## src/rtl/dds_pkg.sv

```systemverilog
// Shared DDS definitions.
// Holds the common sample width and the state encoding for the SPI DAC
// output stage.
package dds_pkg;

  // Output sample width of the DDS core. It is also the default frame width
  // of the DAC serializer.
  localparam int DDS_WAVE_WIDTH = 16;

  typedef enum logic [1:0] {
    ST_IDLE  = 2'd0,
    ST_SHIFT = 2'd1,
    ST_GAP   = 2'd2
  } spi_state_e;

endpackage

```

## src/rtl/dac_spi_tx_if.sv

```systemverilog
// Sample handshake between the DDS core and the SPI DAC output stage.
//   sample_i        sample word offered by the producer
//   sample_valid_i  sample_i is valid this cycle
//   sample_ready_o  the consumer's holding register is empty
// The master modport is the producer (the DDS core). The slave modport is
// dac_spi_tx.
interface dac_spi_tx_if #(
  parameter int DATA_WIDTH = 16
);
  logic [DATA_WIDTH-1:0] sample_i;
  logic                  sample_valid_i;
  logic                  sample_ready_o;

  modport master (output sample_i, output sample_valid_i, input sample_ready_o);
  modport slave  (input sample_i, input sample_valid_i, output sample_ready_o);
endinterface

```

## src/rtl/dac_spi_tx.sv

```systemverilog
// SPI DAC transmitter: mode 0, MSB first, one chip-select frame per sample.
// A one-entry holding register accepts the next sample while the current
// frame shifts out.
//   dds_clk_i   sole clock, rising edge
//   dds_rst_ni  asynchronous active-low reset
//   smp         sample handshake (slave side)
//   sclk_o      SPI clock, idles low
//   mosi_o      SPI data, changes only while sclk_o is low
//   cs_no       DAC chip select, active-low
//   busy_o      frame in progress or holding register full
//   overrun_o   one-cycle pulse after a sample was dropped (valid && !ready)
module dac_spi_tx
  import dds_pkg::*;
#(
  parameter int DATA_WIDTH     = DDS_WAVE_WIDTH,
  parameter int CLK_DIV        = 2,
  parameter int CS_IDLE_CYCLES = 2
) (
  input  logic         dds_clk_i,
  input  logic         dds_rst_ni,
  dac_spi_tx_if.slave  smp,
  output logic         sclk_o,
  output logic         mosi_o,
  output logic         cs_no,
  output logic         busy_o,
  output logic         overrun_o
);

  localparam int BW = $clog2(DATA_WIDTH) + 1;
  localparam logic [7:0]    DIV_LAST = 8'(CLK_DIV - 1);
  localparam logic [7:0]    GAP_LAST = 8'(CS_IDLE_CYCLES - 1);
  localparam logic [BW-1:0] BIT_LAST = BW'(DATA_WIDTH - 1);

  spi_state_e            state;
  logic [DATA_WIDTH-1:0] hold_q;
  logic                  hold_full;
  logic [DATA_WIDTH-1:0] shreg;
  logic [7:0]            div_cnt;
  logic [BW-1:0]         bit_cnt;
  logic [7:0]            gap_cnt;
  logic                  accept;
  logic                  unload;

  assign accept = smp.sample_valid_i && !hold_full;
  // The held sample moves to the shifter from IDLE, or on the final GAP
  // cycle so that back-to-back frames need no extra idle cycle.
  assign unload = hold_full &&
                  (state == ST_IDLE || (state == ST_GAP && gap_cnt == GAP_LAST));

  // Ready is taken straight from the register. It has no combinational path
  // from valid.
  assign smp.sample_ready_o = !hold_full;
  assign busy_o             = (state != ST_IDLE) || hold_full;

  // Holding register. Accept and unload never happen in the same cycle,
  // because ready is low while the register is full.
  always_ff @(posedge dds_clk_i or negedge dds_rst_ni) begin
    if (!dds_rst_ni) begin
      hold_q    <= '0;
      hold_full <= 1'b0;
      overrun_o <= 1'b0;
    end else begin
      overrun_o <= smp.sample_valid_i && hold_full;
      if (accept) begin
        hold_q    <= smp.sample_i;
        hold_full <= 1'b1;
      end else if (unload) begin
        hold_full <= 1'b0;
      end
    end
  end

  // Frame FSM. The divider, bit counter and shift register are kept inline.
  always_ff @(posedge dds_clk_i or negedge dds_rst_ni) begin
    if (!dds_rst_ni) begin
      state   <= ST_IDLE;
      sclk_o  <= 1'b0;
      mosi_o  <= 1'b0;
      cs_no   <= 1'b1;
      shreg   <= '0;
      div_cnt <= '0;
      bit_cnt <= '0;
      gap_cnt <= '0;
    end else begin
      unique case (state)
        ST_SHIFT: begin
          if (div_cnt == DIV_LAST) begin
            div_cnt <= '0;
            sclk_o  <= ~sclk_o;
            if (sclk_o) begin
              // Falling toggle: the DAC has sampled the current bit.
              if (bit_cnt == BIT_LAST) begin
                cs_no   <= 1'b1;
                mosi_o  <= 1'b0;
                gap_cnt <= '0;
                state   <= ST_GAP;
              end else begin
                bit_cnt <= bit_cnt + BW'(1);
                shreg   <= shreg << 1;
                mosi_o  <= shreg[DATA_WIDTH-2];
              end
            end
          end else begin
            div_cnt <= div_cnt + 8'd1;
          end
        end
        default: begin
          // IDLE, or GAP with chip select held high.
          if (state == ST_GAP && gap_cnt != GAP_LAST) begin
            gap_cnt <= gap_cnt + 8'd1;
          end else if (hold_full) begin
            shreg   <= hold_q;
            mosi_o  <= hold_q[DATA_WIDTH-1];
            cs_no   <= 1'b0;
            sclk_o  <= 1'b0;
            div_cnt <= '0;
            bit_cnt <= '0;
            state   <= ST_SHIFT;
          end else begin
            state <= ST_IDLE;
          end
        end
      endcase
    end
  end

endmodule

```

## src/flat_wrapper.sv

```systemverilog
// flat-port wrapper written by rule: the top's interface ports become plain ports
module dac_spi_tx_flat import dds_pkg::*;
#(
  parameter int DATA_WIDTH     = DDS_WAVE_WIDTH,
  parameter int CLK_DIV        = 2,
  parameter int CS_IDLE_CYCLES = 2
)
  (dds_clk_i, dds_rst_ni, sclk_o, mosi_o, cs_no, busy_o, overrun_o, smp_sample_i, smp_sample_valid_i, smp_sample_ready_o);
  dac_spi_tx_if #(.DATA_WIDTH(DATA_WIDTH)) smp_i ();
  input  logic dds_clk_i;
  input  logic dds_rst_ni;
  output logic sclk_o;
  output logic mosi_o;
  output logic cs_no;
  output logic busy_o;
  output logic overrun_o;
  input wire logic [$bits(smp_i.sample_i)-1:0] smp_sample_i;
  input wire logic [$bits(smp_i.sample_valid_i)-1:0] smp_sample_valid_i;
  output wire logic [$bits(smp_i.sample_ready_o)-1:0] smp_sample_ready_o;
  assign smp_i.sample_i = smp_sample_i;
  assign smp_i.sample_valid_i = smp_sample_valid_i;
  assign smp_sample_ready_o = smp_i.sample_ready_o;
  dac_spi_tx #(.DATA_WIDTH(DATA_WIDTH), .CLK_DIV(CLK_DIV), .CS_IDLE_CYCLES(CS_IDLE_CYCLES)) u_core (.dds_clk_i(dds_clk_i), .dds_rst_ni(dds_rst_ni), .smp(smp_i), .sclk_o(sclk_o), .mosi_o(mosi_o), .cs_no(cs_no), .busy_o(busy_o), .overrun_o(overrun_o));
endmodule
```

## config.mk

```make
export PLATFORM = sky130hd
export DESIGN_NAME = dac_spi_tx_flat
export DESIGN_NICKNAME = d
export VERILOG_FILES = /design/src/rtl/dds_pkg.sv /design/src/rtl/dac_spi_tx_if.sv /design/src/rtl/dac_spi_tx.sv /design/src/flat_wrapper.sv
export SDC_FILE = /design/constraint.sdc
export NUM_CORES = 1
export LEC_CHECK = 0
export BUFFER_PORTS_ARGS = -buffer_cell sky130_fd_sc_hd__buf_2
export CAP_MARGIN = 20
export CORE_ASPECT_RATIO = 1.5
export CORE_MARGIN = 2
export CORE_UTILIZATION = 55
export CTS_BUF_LIST = sky130_fd_sc_hd__clkbuf_8
export CTS_CLUSTER_DIAMETER = 200
export DETAILED_ROUTE_END_ITERATION = 8
export PLACE_DENSITY = 0.88
export SYNTH_ARGS = -nofsm -noshare
export SYNTH_HDL_FRONTEND = slang
export SYNTH_SLANG_ARGS = --single-unit
```

## constraint.sdc

```tcl
create_clock -name dds_clk_i -period 2.14 [get_ports dds_clk_i]
set_input_delay 0 -clock dds_clk_i [delete_from_list [all_inputs] [get_ports dds_clk_i]]
set_output_delay 0 -clock dds_clk_i [all_outputs]
set_load 0.01 [all_outputs]
```

# After elaboration in Yosys (flattened, before gate mapping)
# Cells that the tools add are included.
# word_totals
ff_bits	59
output_inout_bits	6
# classes
add_sub_neg	3
n_eq_ne	11
mux	43
n_bitwise	1
reduce_logical	20
# op_table
operator	count
$mux W15	6
$mux W8	9
$mux W5	6
$mux W1	17
$add A8 B1 Y8 const B	2
$eq A8 B1 Y1 const B	2
$reduce_and A4 Y1	3
$mux W2	5
$reduce_and A5 Y1	2
$ne A8 B1 Y1 const B	1
$reduce_bool A2 Y1	4
$ne A2 B1 Y1 const B	3
$add A5 B1 Y5 const B	1
$eq A5 B4 Y1 const B	1
$logic_and A1 B1 Y1	5
$ne A2 B2 Y1 const B	2
$reduce_and A3 Y1	1
$eq A2 B1 Y1 const B	1
$eq A2 B2 Y1 const B	1
$logic_not A2 Y1	1
$logic_or A1 B1 Y1	2
$reduce_and A2 Y1	1
$logic_not A1 Y1	1
$not A1 Y1	1

# Depth between registers and ports, before layout
# depth
ltp_word	6
depth_mapped	8

# Worst setup path after synthesis
# Ideal clock, no wire load.
# synth_timing
path_type	flip-flop to flip-flop
from	reg u_core.bit_cnt[0]
to	reg u_core.shreg[0]
arrival_ns	1.955
t_required_ns	2.019
slack_ns	0.064
path_stages_with_launch	8
period_less_slack_ns	2.076
cell_sequence	dfrtp_1 ha_1 and3_1 ha_1 and4bb_2 a32oi_2 or2_4 a22o_2
# synth_between
elab_chain_cells	3
# synth_rtl
element	line_no	rtl
start, declared	dac_spi_tx.sv:39	logic [BW-1:0] bit_cnt;
start signal, assigned	dac_spi_tx.sv:98	bit_cnt <= bit_cnt + BW'(1);
$eq A5 B4 Y1	dac_spi_tx.sv:92	if (bit_cnt == BIT_LAST) begin
$ne A2 B2 Y1 (no source line)	-	
$reduce_and A5 Y1 (no source line)	-	
end signal, assigned	dac_spi_tx.sv:99	shreg <= shreg << 1;
end signal, assigned	dac_spi_tx.sv:112	shreg <= hold_q;
end, declared	dac_spi_tx.sv:37	logic [DATA_WIDTH-1:0] shreg;
# Every way passes these cells.
# A chain may end at the register's enable or synchronous reset.

# Worst setup path after layout
# layout_timing
from	reg u_core.bit_cnt[1]
to	reg u_core.shreg[12]
# The elaborated chain is that of the path after synthesis.

==> summary by stage <==
Final layout
The filler cells instantiated in the layout total 341. The multi-input combinational cell area is 0.00134 sq mm. The post-route netlist has 30.1% of its cells at a drive strength greater than 1. The antenna cell count is 0. The number of standard cells in the final layout excluding fillers is 384. In the final layout, flip-flops and latches occupy 0.00148 sq mm. For this run, the post-layout net count is 336.

The area growth from synthesis to layout is 24.2%.

Run status
The flow ran to the end, but the final reports show violations. The checks that failed: negative setup slack.

Worst setup path
The setup path with the least slack is of type register to register. The worst register-to-register path ends at u_core.shreg[12]. The type of element launching the critical path is a register.

The required time reported for the critical path endpoint is 2400 ps. The logic depth of the worst setup path including buffers is 8. The start point of the critical path is u_core.bit_cnt[1]. The capturing element type of the critical path is a register. The largest individual stage delay along the critical path comes from the cell sky130_fd_sc_hd__dfrtp_1. The signal on the critical path passes through ha_2 > and3_4 > ha_2 > and4bb_2 > a32oi_4 > or2_4 > buf_6 > o21ai_2.

The setup check on the worst reg-to-reg path leaves a slack of -7 ps. Along the worst path, the maximum fanout reaches 7. Measured in cells, the most critical reg-to-reg path has a length of 8. Among cell families on the critical path, the largest total delay comes from simple AND/OR/NAND/NOR gates. By instance count, the cell type seen most on the critical path is sky130_fd_sc_hd__ha_2. Following the worst setup path forward leads to its endpoint at u_core.shreg[12]. Data on the critical path arrives at its endpoint at 2410 ps. The number of buffers and inverters on the critical path is 1.

On the worst path, the slowest cell contributes a delay of 400 ps. The worst flop-to-flop path startpoint is u_core.bit_cnt[1].

Place
Routability-driven placement finished with a final weighted congestion of 0.873. Once placement completed, the tool counted placed cells totaling 347. The count of buffers added on input and output ports is 24. The half-perimeter wire length after detailed placement is 4.00 mm.

Pwr
Net switching is 23.0% of the power. The leakage power figure is 0.00167 uW. The net switching power is 624 uW. In this run, the combinational gates consume 8.0% of the power. The cell-internal power is 2090 uW. The clock network is responsible for 43.2% of the overall power.

The total power per unit cell area is 757 mW/mm^2. VDD sags by at most 0.000883 V. The fraction of power consumed by sequential logic is 48.8%.

Global route
The first global-routing pass estimated 11.3 mm of wire. Global routing consumed, over all layers together, 25.4% of the routing resources. The largest net degree at the start of global routing is 60.

The via count of the first global-routing pass is 2341. The number of antenna violations at the first check in global routing is 0. Global routing finished with a remaining overflow of 0.

Routing
The remaining antenna violation count is 0. In this run, the number of DRC markers left after iteration 0 of detailed routing was 149. The average via count per standard cell is 6.17. The total via count after detailed routing is 2371. The final layout contains routed wiring with a total length of 7.33 mm. The mean routed wirelength per cell is 19.1 um. For this run, design rule violations remaining after detail routing come to 0. The length of the first detailed-routing pass in iterations is 5.

STA
The worst clock skew is 5.81 ps. The number of failing hold endpoints at the final stage is 0. The worst path uses 100% of the clock period. On the final layout, the worst hold slack is 349 ps.

Adding up every negative setup slack in the final design gives -6.89 ps. The maximum operating frequency is 466 MHz. Setup violations remaining at the end of the flow were counted as 1. The final worst slack is -6.89 ps. The final number of max-transition violations is 0. The worst slew margin relative to its limit is 51.9%.

Counting I/O delays and the setup requirement, the final critical path takes 2150 ps. For the pin with the worst max-slew slack, the measured transition is 721 ps.

Synthesis
The number of warning messages in the yosys log is 0. Synthesis produced 255 cells. Counting flops with a built-in enable in the synthesized netlist gives 0. After synthesis, the largest area contributor takes up 50.2% of total cell area. After synthesis the cells add up to 0.00289 sq mm. Ranked by total cell area, the synthesized netlist is headed by sky130_fd_sc_hd__dfrtp_1 50%, sky130_fd_sc_hd__mux2_2 6.6%, sky130_fd_sc_hd__mux2i_1 6.2%, sky130_fd_sc_hd__o21ai_0 3.6%, sky130_fd_sc_hd__ha_1 2.6%.

In the post-synthesis netlist, the cell with the most instances is sky130_fd_sc_hd__dfrtp_1. After synthesis, the most frequently instantiated cells are 58 x sky130_fd_sc_hd__dfrtp_1, 21 x sky130_fd_sc_hd__o21ai_0, 18 x sky130_fd_sc_hd__mux2i_1. In the synthesized netlist the dominant register cell turns out to be sky130_fd_sc_hd__dfrtp_1. The net count after synthesis is 280.

The mean instance size in the synthesized netlist is 11.3 sq um. The number of different library cells used by synthesis comes to 55. The share of flip-flops with an asynchronous set or reset is 100%. The number of storage elements in the synthesis netlist is 59. The portion of the post-synthesis area used by sequential elements is 51.1%. The library cell with the largest summed area after synthesis is sky130_fd_sc_hd__dfrtp_1.

Die
The die is 63.2 um wide. The core box area is 0.00512 sq mm. Once the floorplan was initialized, standard cells occupied 56.4% of the core. In this run the vertical extent of the chip is 92.8 um.

The initialized floorplan defines 32 standard-cell rows. Pin placement for this block handled 25 I/O pins. The die covers 0.00586 sq mm.

Clock network
The H-tree depth is 3. At the later pin of the worst-skew pair, clock insertion delay measures 350 ps. TritonCTS built the clock tree.

In this run the deepest clock path goes through 2 buffers. The total clock sinks is 59. The clock-pin slew of the registers on the worst-case setup and hold paths is 70 ps. Clock tree synthesis inserted a total of 9 buffers. The root buffer cell chosen for the clock tree is sky130_fd_sc_hd__clkbuf_8.

Worst hold path
The class of the tightest hold or removal check is primary input to async pin.

Run
Max-cap violations in this run came to 0.
==> flip-flops by register name (all words and copies together), names as in the netlist <==
signal            flops
u_core.hold_full      1
u_core.hold_q        16
u_core.bit_cnt        5
u_core.state          2
u_core.shreg         15
u_core.overrun_o      1
u_core.div_cnt        8
u_core.cs_no          1
u_core.sclk_o         1
u_core.mosi_o         1
u_core.gap_cnt        8
==> final cells by class <==
class | count | area share [%]
Inverter | 8 | 0.837
Timing Repair Buffer | 58 | 11.9
Clock inverter | 5 | 2.13
Multi-Input combinational cell | 175 | 37.4
Tap cell | 68 | 2.37
Clock buffer | 11 | 4.22
Sequential cell | 59 | 41.2
==> placed cells by master, fill, tap and decap left out, drive strengths merged, types with 6 or more instances in the layout <==
| master | n |
|---|---|
| mux2i | 18 |
| mux2 | 17 |
| o21ai | 32 |
| ha | 6 |
| nand3 | 6 |
| a21oi | 15 |
| nor2 | 9 |
| nand2 | 11 |
| a31oi | 7 |
| inv | 9 |
| clkbuf | 11 |
| dfrtp | 58 |
| dlygate4sd3 | 18 |
| buf | 40 |
==> tightest hold or removal path, cell delays in order <==
cell	delay (ps)
sky130_fd_sc_hd__dlygate4sd3_1	530
sky130_fd_sc_hd__buf_2	110
sky130_fd_sc_hd__buf_4	570
==> stage by stage <==
step                      setup WS (ps)  total power [uW]  util, %  cell area (sq um)
after global placement             95.9              1500     60.7               3110
final                             -6.89              2720     70.0               3590
after detailed placement           10.8              1520     60.7               3110
after CTS                          8.83              2700     68.6               3520
after floorplan                    64.4              1440        -               2890
after global routing              -53.0              2800     70.0               3590
==> what timing repair did <==
item / 4_1_cts / 5_1_grt
setup endpoints to repair: 0 / 18
resized for setup: 0 / 15
buffers inserted: 0 / 2
hold buffers: 18 / 0
endpoints found under the hold margin: 75 / 0
==> power groups by stage <==
stage	clock [uW]	sequential, uW	combinational (uW)
after CTS	1170	1310	212
after floorplan	0	1300	134
after global placement	0	1330	176
final	1170	1330	218
after global routing	1220	1340	240
after detailed placement	0	1330	187
==> routing by layer <==
metal	vias up	wire length [um]	GRT usage (%)	share of wire, %
li1	1059	-	-	-
met1	1153	2740	29.2	37
met2	131	3950	43.4	54
met3	28	432	5.22	5.9
met4	0	211	15.0	2.9
met5	-	0	0	0
==> cells by family after synthesis <==
family                     count (synthesis)  share of synthesized area (%)
buffers and inverters                     22                           4.29
muxes                                     35                           12.9
adders and majority gates                  6                           2.60
AOI/OAI and AO/OA                         77                           16.7
and+or+nand+nor                           56                           12.4
DFF                                       59                           51.1
==> worst min-delay path by stage <==
stage,endpoint,slack [ps]
6_report,u_core.hold_q[4],350
5_1_grt,u_core.hold_q[12],430
4_1_cts,u_core.overrun_o,360
3_5_place_dp,u_core.hold_q[2],180
3_3_place_gp,u_core.hold_q[2],180
2_1_floorplan,u_core.bit_cnt[0],-300
(Power assumes the default switching activity.)
